### src/rtl/hazard_pkg.sv
// Shared types and defaults for the ID-stage hazard control slice.
package hazard_pkg;

    typedef enum logic [1:0] {
        MEM_NONE = 2'd0,
        MEM_LOAD = 2'd1,
        MEM_STOR = 2'd2
    } mem_type_e;

    localparam int unsigned DEFAULT_MAX_LAT = 3;

endpackage

### src/rtl/reg_scoreboard.sv
// Per-register latency countdowns: two pending-read ports, one set port,
// and a global decrement/clear.
module reg_scoreboard #(
    parameter int unsigned NUM_REGS = 32,
    parameter int unsigned LAT_W    = 2,
    localparam int unsigned REG_W   = $clog2(NUM_REGS)
) (
    input  logic             clk,
    input  logic             rst,
    input  logic [REG_W-1:0] rd_a_addr,
    input  logic [REG_W-1:0] rd_b_addr,
    output logic             rd_a_pend,
    output logic             rd_b_pend,
    input  logic             clear,
    input  logic             advance,
    input  logic             set_en,
    input  logic [REG_W-1:0] set_addr,
    input  logic [LAT_W-1:0] set_val
);

    logic [LAT_W-1:0] cnt [NUM_REGS];

    // A set on a register overrides its own decrement in the same cycle.
    always_ff @(posedge clk or posedge rst) begin
        if (rst) begin
            for (int unsigned r = 0; r < NUM_REGS; r++) cnt[r] <= '0;
        end else if (clear) begin
            for (int unsigned r = 0; r < NUM_REGS; r++) cnt[r] <= '0;
        end else begin
            for (int unsigned r = 0; r < NUM_REGS; r++) begin
                if (set_en && set_addr == REG_W'(r))
                    cnt[r] <= set_val;
                else if (advance && cnt[r] != '0)
                    cnt[r] <= cnt[r] - 1'b1;
            end
        end
    end

    assign rd_a_pend = (cnt[rd_a_addr] != '0);
    assign rd_b_pend = (cnt[rd_b_addr] != '0);

endmodule

### src/rtl/hazard_scoreboard_ctrl.sv
// Stall/bubble controller beside ID: scoreboarded RAW hazards, store-load
// conflict, EX/MEM busy freezing, flush handling and a bubble counter.
module hazard_scoreboard_ctrl
    import hazard_pkg::*;
#(
    parameter int unsigned NUM_REGS = 32,
    parameter int unsigned MAX_LAT  = DEFAULT_MAX_LAT,
    parameter int unsigned PERF_W   = 32,
    localparam int unsigned REG_W   = $clog2(NUM_REGS),
    localparam int unsigned LAT_W   = $clog2(MAX_LAT + 1)
) (
    input  logic              clk,
    input  logic              rst,
    input  logic              de_valid,
    input  logic [REG_W-1:0]  de_rs,
    input  logic              de_rs_used,
    input  logic [REG_W-1:0]  de_rt,
    input  logic              de_rt_used,
    input  logic              de_wen,
    input  logic [REG_W-1:0]  de_rd,
    input  logic [LAT_W-1:0]  de_lat,
    input  logic [1:0]        de_mem_type,
    input  logic [1:0]        ex_mem_type,
    input  logic              ex_busy_i,
    input  logic              mem_busy_i,
    input  logic              flush_i,
    input  logic              exc_flush_i,
    output logic              if_stall_o,
    output logic              id_stall_o,
    output logic              ex_stall_o,
    output logic              mem_stall_o,
    output logic              ex_bubble_o,
    output logic [PERF_W-1:0] bubble_cnt_o
);

    logic             rs_pend;
    logic             rt_pend;
    logic             raw;
    logic             sl;
    logic             issue;
    logic             advance;
    logic             set_en;
    logic [LAT_W-1:0] lat_clip;

    reg_scoreboard #(
        .NUM_REGS (NUM_REGS),
        .LAT_W    (LAT_W)
    ) u_sb (
        .clk       (clk),
        .rst       (rst),
        .rd_a_addr (de_rs),
        .rd_b_addr (de_rt),
        .rd_a_pend (rs_pend),
        .rd_b_pend (rt_pend),
        .clear     (exc_flush_i),
        .advance   (advance),
        .set_en    (set_en),
        .set_addr  (de_rd),
        .set_val   (lat_clip)
    );

    always_comb begin
        raw = de_valid & ((de_rs_used & (de_rs != '0) & rs_pend) |
                          (de_rt_used & (de_rt != '0) & rt_pend));
        sl  = de_valid & (de_mem_type == MEM_LOAD) & (ex_mem_type == MEM_STOR);

        mem_stall_o = mem_busy_i;
        ex_stall_o  = mem_busy_i;
        id_stall_o  = mem_busy_i | ex_busy_i;
        // A flush kills the ID instruction through the bubble, so no hazard hold.
        if_stall_o  = id_stall_o | ((raw | sl) & ~flush_i);
        ex_bubble_o = ~id_stall_o & (raw | sl | flush_i);

        issue    = de_valid & ~id_stall_o & ~raw & ~sl & ~flush_i;
        advance  = ~ex_busy_i & ~mem_busy_i;
        set_en   = issue & de_wen & (de_rd != '0);
        lat_clip = (de_lat > LAT_W'(MAX_LAT)) ? LAT_W'(MAX_LAT) : de_lat;
    end

    always_ff @(posedge clk or posedge rst) begin
        if (rst) bubble_cnt_o <= '0;
        else     bubble_cnt_o <= bubble_cnt_o + PERF_W'(ex_bubble_o);
    end

endmodule

### config.mk
export PLATFORM = sky130hd
export DESIGN_NAME = hazard_scoreboard_ctrl
export DESIGN_NICKNAME = d
export VERILOG_FILES = /design/src/rtl/hazard_pkg.sv /design/src/rtl/reg_scoreboard.sv /design/src/rtl/hazard_scoreboard_ctrl.sv
export SDC_FILE = /design/constraint.sdc
export NUM_CORES = 1
export LEC_CHECK = 0
export CAP_MARGIN = 20
export CORE_UTILIZATION = 50
export CTS_CLUSTER_DIAMETER = 100
export CTS_CLUSTER_SIZE = 12
export DETAILED_ROUTE_END_ITERATION = 8
export GPL_TIMING_DRIVEN = 0
export PLACE_DENSITY = 0.77
export SYNTH_ARGS = -nofsm -noshare
export SYNTH_HDL_FRONTEND = slang
export SYNTH_SLANG_ARGS = --single-unit
export TNS_END_PERCENT = 1
### constraint.sdc
create_clock -name clk -period 3.71 [get_ports clk]
set_input_delay 0.742 -clock clk [delete_from_list [all_inputs] [get_ports clk]]
set_output_delay 0.742 -clock clk [all_outputs]
set_load 0.005 [all_outputs]
# Word-level counts from Yosys, hierarchy flattened
# Index checks and enable logic that the tools add are counted.
dict set report word_totals {
  out_inout_bits 37
  wordCells 337
  input_bits 31
  reg_bits 96
}
dict set report op_classes {
  reduce_logical 134
  bitwise 29
  eq_ne 33
  n_mux 72
  add_sub_neg 33
  order_cmp 3
}
# operator count
set ops {}
lappend ops {{two-way mux 2 bit} 69}
lappend ops {{nonzero test 3 bit} 32}
lappend ops {{equality test 5 bit, second input constant} 16}
lappend ops {{nonzero test 2 bit} 34}
lappend ops {{logical AND 1 bit} 64}
lappend ops {{two-way mux 64 bit} 1}
lappend ops {{subtractor 2 x 1 -> 2 bit, second input constant} 32}
lappend ops {{equality test 5 x 4 -> 1 bit, second input constant} 8}
lappend ops {{adder 32 x 1 -> 32 bit} 1}
lappend ops {{binary-select mux 2 bit (select 5 bit)} 2}
lappend ops {{equality test 5 x 3 -> 1 bit, second input constant} 4}
lappend ops {{bitwise AND 1 bit} 16}
lappend ops {{nonzero test 5 bit} 3}
lappend ops {{greater-or-equal comparator 6 bit, second input constant} 2}
lappend ops {{NOT 5 -> 6 bit} 2}
lappend ops {{equality test 5 x 2 -> 1 bit, second input constant} 2}
lappend ops {{NOT 1 bit} 6}
lappend ops {{equality test 5 x 1 -> 1 bit, second input constant} 1}
lappend ops {{logical NOT 5 bit} 1}
lappend ops {{bitwise OR 1 bit} 5}
lappend ops {{equality test 2 x 1 -> 1 bit, second input constant} 1}
lappend ops {{equality test 2 bit, second input constant} 1}
lappend ops {{greater-than comparator 2 bit, second input constant} 1}

# Longest topological paths before layout
# Gate-level depths: netlist of run 1.
dict set report logic_depth {
  depth_word 17
  depth_mapped 16
  ltp_nobuf 14
}

# Modules after synthesis
# Synthesis of run 1 repeated with hierarchy kept, for this count alone.
dict set report hier_totals {
  cells_unflattened 767
  hier_area_um2 6407.4
}
# module seq_area_each_um2 cells_per_inst n_inst area_per_inst_um2
set by_module_without_submodules {}
lappend by_module_without_submodules {reg_scoreboard 1601.5 630 1 4874.7}
lappend by_module_without_submodules {hazard_scoreboard_ctrl 800.8 137 1 1532.7}

# Least setup slack after synthesis of run 1
# No wires, ideal clock.
dict set report synth_path {
  kind {input port to flip-flop}
  start {input port de_rs[0]}
  end {register bubble_cnt_o[26]}
  path_buffers 0
  setup_time_ns 0.124
  t_arrival_ns 3.605
  path_stages 14
  required_time_ns 3.586
  path_slack_ns -0.019
  cell_sequence {inv_2 mux4_2 o2bb2ai_1 a2111o_1 nand4_1 nand2_1 a21oi_1 ha_1 ha_1 nand2_1 nor3_1 and4_1 nand4_1 xnor2_1}
}
dict set report synth_between {
  elab_chain_len 12
  word_cells_on_any_way 14
  cone_classes {1 x add/sub; 3 x mux; 8 x bitwise; 2 x reduce/logical}
}
# element line
set synth_lines {}
lappend synth_lines {{start, declared} hazard_scoreboard_ctrl.sv:15} ;# input logic [REG_W-1:0] de_rs,
lappend synth_lines {{NOT 5 -> 6 bit (implied by the code)} reg_scoreboard.sv:39} ;# assign rd_a_pend = (cnt[rd_a_addr] != '0);
lappend synth_lines {{binary-select mux 2 bit (select 5 bit)} reg_scoreboard.sv:39}
lappend synth_lines {{two-way mux 2 bit (implied by the code) (2 in a row)} reg_scoreboard.sv:39}
lappend synth_lines {{nonzero test 2 bit} reg_scoreboard.sv:39}
lappend synth_lines {{bitwise AND 1 bit *} hazard_scoreboard_ctrl.sv:63} ;# raw = de_valid & ((de_rs_used & (de_rs != '0) & rs_pend) |
lappend synth_lines {{bitwise OR 1 bit *} hazard_scoreboard_ctrl.sv:63}
lappend synth_lines {{bitwise AND 1 bit *} hazard_scoreboard_ctrl.sv:63}
lappend synth_lines {{bitwise OR 1 bit * (2 in a row)} hazard_scoreboard_ctrl.sv:72} ;# ex_bubble_o = ~id_stall_o & (raw | sl | flush_i);
lappend synth_lines {{bitwise AND 1 bit *} hazard_scoreboard_ctrl.sv:72}
lappend synth_lines {{net ex_bubble_o} hazard_scoreboard_ctrl.sv:32} ;# output logic ex_bubble_o,
lappend synth_lines {{adder 32 x 1 -> 32 bit *} hazard_scoreboard_ctrl.sv:82} ;# else bubble_cnt_o <= bubble_cnt_o + PERF_W'(ex_bubble_o);
lappend synth_lines {{end signal, assigned} hazard_scoreboard_ctrl.sv:82}
lappend synth_lines {{end, declared} hazard_scoreboard_ctrl.sv:33} ;# output logic [PERF_W-1:0] bubble_cnt_o
# Mark *: on every way through the listed nets, which the timed path passes. The rest lies on a longest branch. The select of a mux whose other input is x is not followed.
# A chain may end at the register's enable or synchronous reset.

# Worst setup path after layout of run 1
dict set report layout_path {
  start {input port de_rt[0]}
  end {output port if_stall_o}
}
dict set report layout_between {
  elab_chain_len 11
  word_cells_on_any_way 13
  cone_classes {3 x mux; 8 x bitwise; 2 x reduce/logical}
}
# element line
set layout_lines {}
lappend layout_lines {{start, declared} hazard_scoreboard_ctrl.sv:17} ;# input logic [REG_W-1:0] de_rt,
lappend layout_lines {{NOT 5 -> 6 bit (implied by the code)} reg_scoreboard.sv:40} ;# assign rd_b_pend = (cnt[rd_b_addr] != '0);
lappend layout_lines {{binary-select mux 2 bit (select 5 bit)} reg_scoreboard.sv:40}
lappend layout_lines {{two-way mux 2 bit (implied by the code) (2 in a row)} reg_scoreboard.sv:40}
lappend layout_lines {{nonzero test 2 bit} reg_scoreboard.sv:40}
lappend layout_lines {{bitwise AND 1 bit *} hazard_scoreboard_ctrl.sv:64} ;# (de_rt_used & (de_rt != '0) & rt_pend));
lappend layout_lines {{bitwise OR 1 bit *} hazard_scoreboard_ctrl.sv:63}
lappend layout_lines {{bitwise AND 1 bit *} hazard_scoreboard_ctrl.sv:63}
lappend layout_lines {{bitwise OR 1 bit *} hazard_scoreboard_ctrl.sv:71} ;# if_stall_o = id_stall_o | ((raw | sl) & ~flush_i);
lappend layout_lines {{bitwise AND 1 bit *} hazard_scoreboard_ctrl.sv:71}
lappend layout_lines {{bitwise OR 1 bit *} hazard_scoreboard_ctrl.sv:71}
lappend layout_lines {{end, declared} hazard_scoreboard_ctrl.sv:28} ;# output logic if_stall_o,
# Every way passes the cells marked *; elsewhere a longest branch is shown, timed or not. The select of a mux whose other input is x is not followed.

==> results.tsv, run 1 <==
stage	metric	value	unit
run_status	status	finished clean	
clock_tree	CTS H-tree lvls	3	
timing	max_slew headroom	27.53	%
global_route	total grt overflow	0	
worst_setup_path	Reg2Reg Depth	15	
power_and_ir_drop	Final Power	2433	uW
finish	Nets	845	
clock_tree	CTS tree	done	
routing	drt wl/cell	17.91	um
placement	DP HPWL	12.26	mm
clock_tree	Worst-Skew Late Latency	360	ps
clock_tree	Num CTS Buffers	9	
global_route	met1 Track Usage GR	32.57	%
synthesis	number of flops mapped to enable cells by yosys	0	
global_route	number of global-route vias before repair	5737	
worst_setup_path	stages on the worst setup path	10	
routing	via/cell ratio	5.807	
die	DIE WIDTH	116.4	um
clock_tree	Clock Sinks	96	
routing	first-pass detailed-route iteration total	5	
finish	fin util	62.56	%
placement	dpl cell area	0.007437	mm^2
synthesis	cells after synthesis	695	
worst_setup_path	WP data arrival	2870	ps
synthesis	top_reg_cell synth	dfrtp_1	
global_route	met3 usage	6.279	%
finish	commonest cells after routing, fill and taps aside	nor2_1, dfrtp_1, inv_1	
synthesis	syn_nets	760	
worst_setup_path	CP endpoint kind	output pin	
worst_setup_path	Crit Path Class	in2out	
power_and_ir_drop	leakage power	0.003389	uW
routing	initial DRC count	398	
worst_setup_path	startpoint types	input port	
worst_setup_path	max incr delay on CP	330	ps
worst_setup_path	Crit Path Max Fanout	10	
placement	gpl congestion	0.8893	
timing	fin crit share	97.39	%
synthesis	synth unique cells	57	
die	# IOs	68	
synthesis	synthesized area per cell	9.419	um^2
finish	final instance area	0.007926	mm^2
finish	area grow syn2layout	21.08	%
global_route	largest net degree at the start of global routing	52	
worst_setup_path	slowest stage cell, crit path	o311ai_1	
die	Die H	116.4	um
finish	most common cell after layout, fill and taps aside	nor2_1	
run	MaxCap Viol Count	0	
global_route	initial antenna violation count	0	
placement	port bufs	64	
die	full die area	0.01355	mm^2
global_route	GRT Overall Usage	26.81	%
die	site row count	41	
timing	Final Critical Period	3613	ps
worst_hold_path	Worst Hold Class	reg2reg	
worst_setup_path	crit path cell chain	dlygate4sd2_1, buf_4, nor4_1, nor4_2, o311ai_1, o31a_1, nand4_1, nand2_2, o21bai_1, dlygate4sd2_1	
clock_tree	root buffer cell	clkbuf_16	
clock_tree	Longest Clk Path Bufs	2	
synthesis	asr flop ratio synth	100.0	%
timing	Setup Viol. Count Final	0	
finish	share of cells above drive strength 1	14.14	%
timing	FMAX	276.8	MHz
worst_setup_path	Most common cell on crit path	dlygate4sd2_1	
finish	n_diodes	0	
routing	Post-DRT Antenna Nets	0	
routing	DRC viols	0	
routing	vias	5557	
synthesis	sequential area share after synthesis	36.70	%
die	Initial Util	51.66	%
power_and_ir_drop	P per Cell Area	307.0	mW/mm^2
clock_tree	Reg clk slew, reported paths	70	ps
timing	Fin. Hold Viols	0	
power_and_ir_drop	Worst VDD drop	0.3765	mV
placement	placed cells	932	
timing	Clock Skew	10.22	ps
synthesis	Post-Syn Area	0.006546	mm^2
global_route	gr busiest metal	met2	
worst_setup_path	CP delay by family, top	simple AND/OR/NAND/NOR gates	
die	Core Box Area	0.01267	mm^2
worst_setup_path	worst path buffer plus inverter count	3	
routing	final WL	17.14	mm
timing	unrepaired setup endpoints after global routing	no	
timing	final slew viol count	0	
worst_hold_path	worst hold stages	1	
worst_setup_path	CP required	2970	ps
global_route	first-pass GRT wire length	27.53	mm
synthesis	Yosys Warn Count	0	
synthesis	synthesized flop and latch total	96	
finish	Layout Cells excl Fill	957	
global_route	routing usage on met2	46.79	%
timing	Slew @ Worst Pin	1083	ps
## worst register-to-register path: cells and delay by family (launching register included)
| family | cells | cell delay, ps |
|---|---|---|
| XOR/XNOR | 1 | 160 |
| buffers and inverters | 1 | 160 |
| adder cells (fa/ha/maj) | 1 | 190 |
| AND/OR/NAND/NOR | 8 | 1110 |
| flip-flops | 1 | 390 |
| multiplexers | 1 | 460 |
| AO/OA/AOI/OAI | 3 | 800 |
## what timing repair did
item | 4_1_cts | 5_1_grt
hold buffers | 0 | 0
setup endpoints to repair | 26 | 13
gates resized for setup | 23 | 16
pin swaps | 8 | 9
setup buffers | 4 | 5
## area by class of cell
class	count	area (um^2)
tap	172	215.2
buffer	37	216.5
sequential	96	2402
clock inverter	7	86.33
fill	1069	4745
multi-input combinational	487	3772
inverter	75	284.0
clock buffer	9	225.2
timing repair buffer	74	724.4
## cell usage after synthesis, types with 5 or more instances
library cell | number | share of area [%]
xnor2_1 | 50 | 6.7
mux2i_1 | 31 | 4.7
mux2_4 | 10 | 2.3
nand4_1 | 19 | 1.8
nand2_1 | 20 | 1.1
buf_2 | 8 | 0.61
nor4_1 | 5 | 0.48
mux2_2 | 17 | 2.9
xor2_1 | 12 | 1.6
nor2b_1 | 6 | 0.57
nand3_2 | 7 | 1.1
nor2_1 | 126 | 7.2
nand3_1 | 16 | 1.2
o211ai_1 | 5 | 0.57
inv_1 | 74 | 4.2
a211o_1 | 32 | 4.3
clkbuf_1 | 17 | 0.97
dfrtp_1 | 96 | 37
nor3_1 | 21 | 1.6
and3_1 | 8 | 0.76
buf_4 | 6 | 0.69
ha_1 | 34 | 6.5
mux4_2 | 7 | 2.4
a21oi_1 | 6 | 0.46
## cell families (layout without fill, tap and decap cells)
group	Yosys count	count (layout)	synth area share, %
AND/OR/NAND/NOR	257	257	19.86
buffers and inverters	112	202	7.397
flip-flops	96	96	36.70
multiplexers	69	69	13.05
AO/OA/AOI/OAI	65	65	8.200
XOR/XNOR	62	62	8.295
adder cells (fa/ha/maj)	34	34	6.499
## metal layers
metal / up-vias / share of wire [%]
li1: 2551 / -
met1: 2771 / 41
met2: 200 / 50
met3: 35 / 6.4
met4: 0 / 2.4
met5: - / 0
## flip-flops by register name, indices dropped and copies added, names as in the netlist
name and count:
u_sb.cnt 64, bubble_cnt_o 32
## stage by stage
stage / worst slack (ps) / hold slack, ps / setup TNS [ps]
floorplan: 50.03 / 464.7 / 0
global placement: -1060 / 460.5 / -112220
detailed placement: -1134 / 469.4 / -21850
CTS: 5.417 / 485.8 / 0
global route: 26.00 / 511.6 / 0
finish: 96.96 / 482.8 / 0
## final timing paths
kind / startpoint / endpoint / slack, ps
worst min-delay path: bubble_cnt_o[31]$_DFF_PP0_ / bubble_cnt_o[31]$_DFF_PP0_ / 480
worst max-delay path: de_rt[0] / if_stall_o / 100
min in group asynchronous: rst / bubble_cnt_o[24]$_DFF_PP0_ / 810
worst min register to register: bubble_cnt_o[31]$_DFF_PP0_ / bubble_cnt_o[31]$_DFF_PP0_ / 480
worst max register to register: u_sb.cnt[6]$_DFFE_PP0P_ / bubble_cnt_o[31]$_DFF_PP0_ / 380
max in group asynchronous: rst / u_sb.cnt[52]$_DFFE_PP0P_ / 2230
## report_power, final
group / internal (uW) / total [uW] / switching [uW] / leakage [uW]
clock: 539 / 994 / 456 / 0.000150
sequential: 1070 / 1110 / 39.8 / 0.00133
combinational: 152 / 326 / 173 / 0.00190
total: 1760 / 2430 / 669 / 0.00339
No activity file was read; power rests on OpenSTA's default activity.
==> inputs of run 2 (changes only) <==
CORE_UTILIZATION = 55   (was 50)
PLACE_DENSITY = 0.83   (was 0.77)
==> results.tsv, run 2 (synthesis results as in run 1) <==
stage	metric	value	unit
placement	port bufs	64	
finish	share of cells above drive strength 1	13.24	%
global_route	initial antenna violation count	0	
timing	max_slew headroom	33.37	%
worst_setup_path	WP data arrival	3950	ps
global_route	GRT Overall Usage	28.08	%
worst_hold_path	Worst Min Path Start	bubble_cnt_o[31]$_DFF_PP0_	
timing	Setup Viol. Count Final	0	
finish	area grow syn2layout	20.22	%
finish	largest reg by FF count	u_sb.cnt	
clock_tree	CTS tree	done	
finish	most common cell after layout, fill and taps aside	nor2_1	
run_status	failing checks	DRC	
timing	Fin. Hold Viols	0	
clock_tree	root buffer cell	clkbuf_16	
finish	n_diodes	0	
power_and_ir_drop	Clock Power Share	43.2	%
power_and_ir_drop	cell internal pwr	1909	uW
die	# IOs	68	
routing	initial DRC count	365	
timing	Final WS setup	35.30	ps
worst_setup_path	Crit Path Class	in2reg	
worst_hold_path	Worst Hold Class	reg2reg	
run_status	status	finished, violations left	
die	DIE WIDTH	111.1	um
routing	vias	5538	
routing	drt wl/cell	18.22	um
timing	final slew viol count	0	
power_and_ir_drop	leakage power	0.003367	uW
worst_setup_path	CP endpoint kind	register	
worst_setup_path	flop-to-flop setup slack	360	ps
power_and_ir_drop	Final Power	2522	uW
routing	Post-DRT Antenna Nets	0	
finish	Largest register FFs	64	
finish	Nets	840	
timing	Hold Slack	481.5	ps
timing	Slew @ Worst Pin	995.8	ps
timing	unrepaired setup endpoints after global routing	yes	
worst_setup_path	reg2reg end	bubble_cnt_o[27]$_DFF_PP0_	
global_route	total grt overflow	0	
power_and_ir_drop	combinational fraction of design power	12.7	%
worst_setup_path	CP required	3980	ps
run	MaxCap Viol Count	0	
timing	FMAX	272.1	MHz
timing	fin crit share	99.05	%
worst_setup_path	startpoint types	input port	
timing	Clock Skew	7.806	ps
die	Die H	111.1	um
routing	DRC viols	4	
timing	Final Critical Period	3675	ps
placement	worst slack at placement	-1108	ps
routing	first-pass detailed-route iteration total	7	
finish	commonest cells after routing, fill and taps aside	nor2_1, dfrtp_1, inv_1	
power_and_ir_drop	share of power burned in registers	44.1	%
power_and_ir_drop	P per Cell Area	320.4	mW/mm^2
die	site row count	39	
global_route	first-pass GRT wire length	27.24	mm
power_and_ir_drop	sw power	612.6	uW
die	Core Box Area	0.01152	mm^2
die	Initial Util	56.84	%
die	full die area	0.01234	mm^2
global_route	number of global-route vias before repair	5699	
worst_setup_path	Crit Path Max Fanout	5	
worst_setup_path	Reg2Reg Depth	14	
worst_hold_path	Hold Crit Endpoint	bubble_cnt_o[31]$_DFF_PP0_	
power_and_ir_drop	Worst VDD drop	0.2382	mV
clock_tree	CTS H-tree lvls	3	
global_route	largest net degree at the start of global routing	53	
placement	DP HPWL	12.06	mm
routing	final WL	16.78	mm
worst_setup_path	r2r startpoint	u_sb.cnt[2]$_DFFE_PP0P_	
clock_tree	Reg clk slew, reported paths	60	ps
clock_tree	Longest Clk Path Bufs	2	
clock_tree	Clock Sinks	96	
clock_tree	Num CTS Buffers	9	
finish	largest registers	u_sb.cnt: 64 flops, bubble_cnt_o: 32 flops	
worst_hold_path	worst hold stages	1	
placement	gpl congestion	0.9095	
power_and_ir_drop	Sw Share	24.29	%
clock_tree	Worst-Skew Late Latency	350	ps
routing	via/cell ratio	6.013	
## run 2: cell count changes in the layout (fill, tap and decap cells not counted), moves of 2 or more
cell           previous run  this run
clkbuf_8                  0         2
clkbuf_2                  3         1
dlygate4sd2_1             4         6
buf_4                    14        10
inv_8                     2         0
bufinv_16                 1         3
inv_6                     2         0
## run 2: timing repair
item / 4_1_cts / 5_1_grt
pin swaps: 11 / 4
hold buffers: 0 / 0
buffers inserted: 3 / 1
gates resized for setup: 26 / 5
endpoints found under the setup margin: 24 / 12
endpoints found under the hold margin: 0 / 0
## run 2: power groups by stage
stage               Combinational (uW)  Clock [uW]  Sequential (uW)
floorplan                          143           0             1120
global placement                   291           0             1130
detailed placement                 303           0             1130
CTS                                316        1110             1110
global route                       342        1150             1120
finish                             319        1090             1110
## run 2: metrics by stage
stage	util, %	cells	cell area [um^2]	setup TNS, ps
final	68.34	921	7870	0
after global routing	68.34	921	7870	-101.0
after detailed placement	64.27	903	7401	-20590
after CTS	68.11	920	7844	0
after floorplan	-	695	6551	0
after global placement	64.00	902	7371	-106520
## run 2: worst max-delay path: stages
cell and delay (ps):
dlygate4sd2_1 280, inv_2 90, mux4_2 490, o2bb2ai_1 130, a2111o_1 400, nand4_1 200
nand2_2 120, a21oi_4 200, ha_4 180, and3_4 210, nand3_2 100, nor2_2 120
nand4_1 230, nor3_2 260, xor2_1 170
## run 2: worst max path at each step
stage	start	to	slack, ps	cells past startpoint
2_1_floorplan	de_rs[0]	bubble_cnt_o[26]$_DFF_PP0_	50	14
3_3_place_gp	de_rs[0]	bubble_cnt_o[27]$_DFF_PP0_	-1040	16
3_5_place_dp	de_rs[0]	bubble_cnt_o[27]$_DFF_PP0_	-1110	16
4_1_cts	de_rs[0]	bubble_cnt_o[27]$_DFF_PP0_	20	15
5_1_grt	de_rt[0]	bubble_cnt_o[27]$_DFF_PP0_	-50	15
6_report	de_rs[0]	bubble_cnt_o[27]$_DFF_PP0_	40	15
## run 2: layer usage
layer  global-route usage, %  routed length, um
met1                   34.78               6732
met4                   14.05                507
met5                       0                  0
met3                   4.593               1336
met2                   47.55               8201
## run 2: final cells by class
| type | instances | area, um^2 |
|---|---|---|
| Timing Repair Buffer | 69 | 690.7 |
| Inverter | 75 | 284.0 |
| Clock inverter | 3 | 90.09 |
| Tap cell | 143 | 178.9 |
| Sequential cell | 96 | 2402 |
| Fill cell | 871 | 3646 |
| Clock buffer | 11 | 252.7 |
| Buffer | 37 | 216.5 |
| Multi-Input combinational cell | 487 | 3755 |
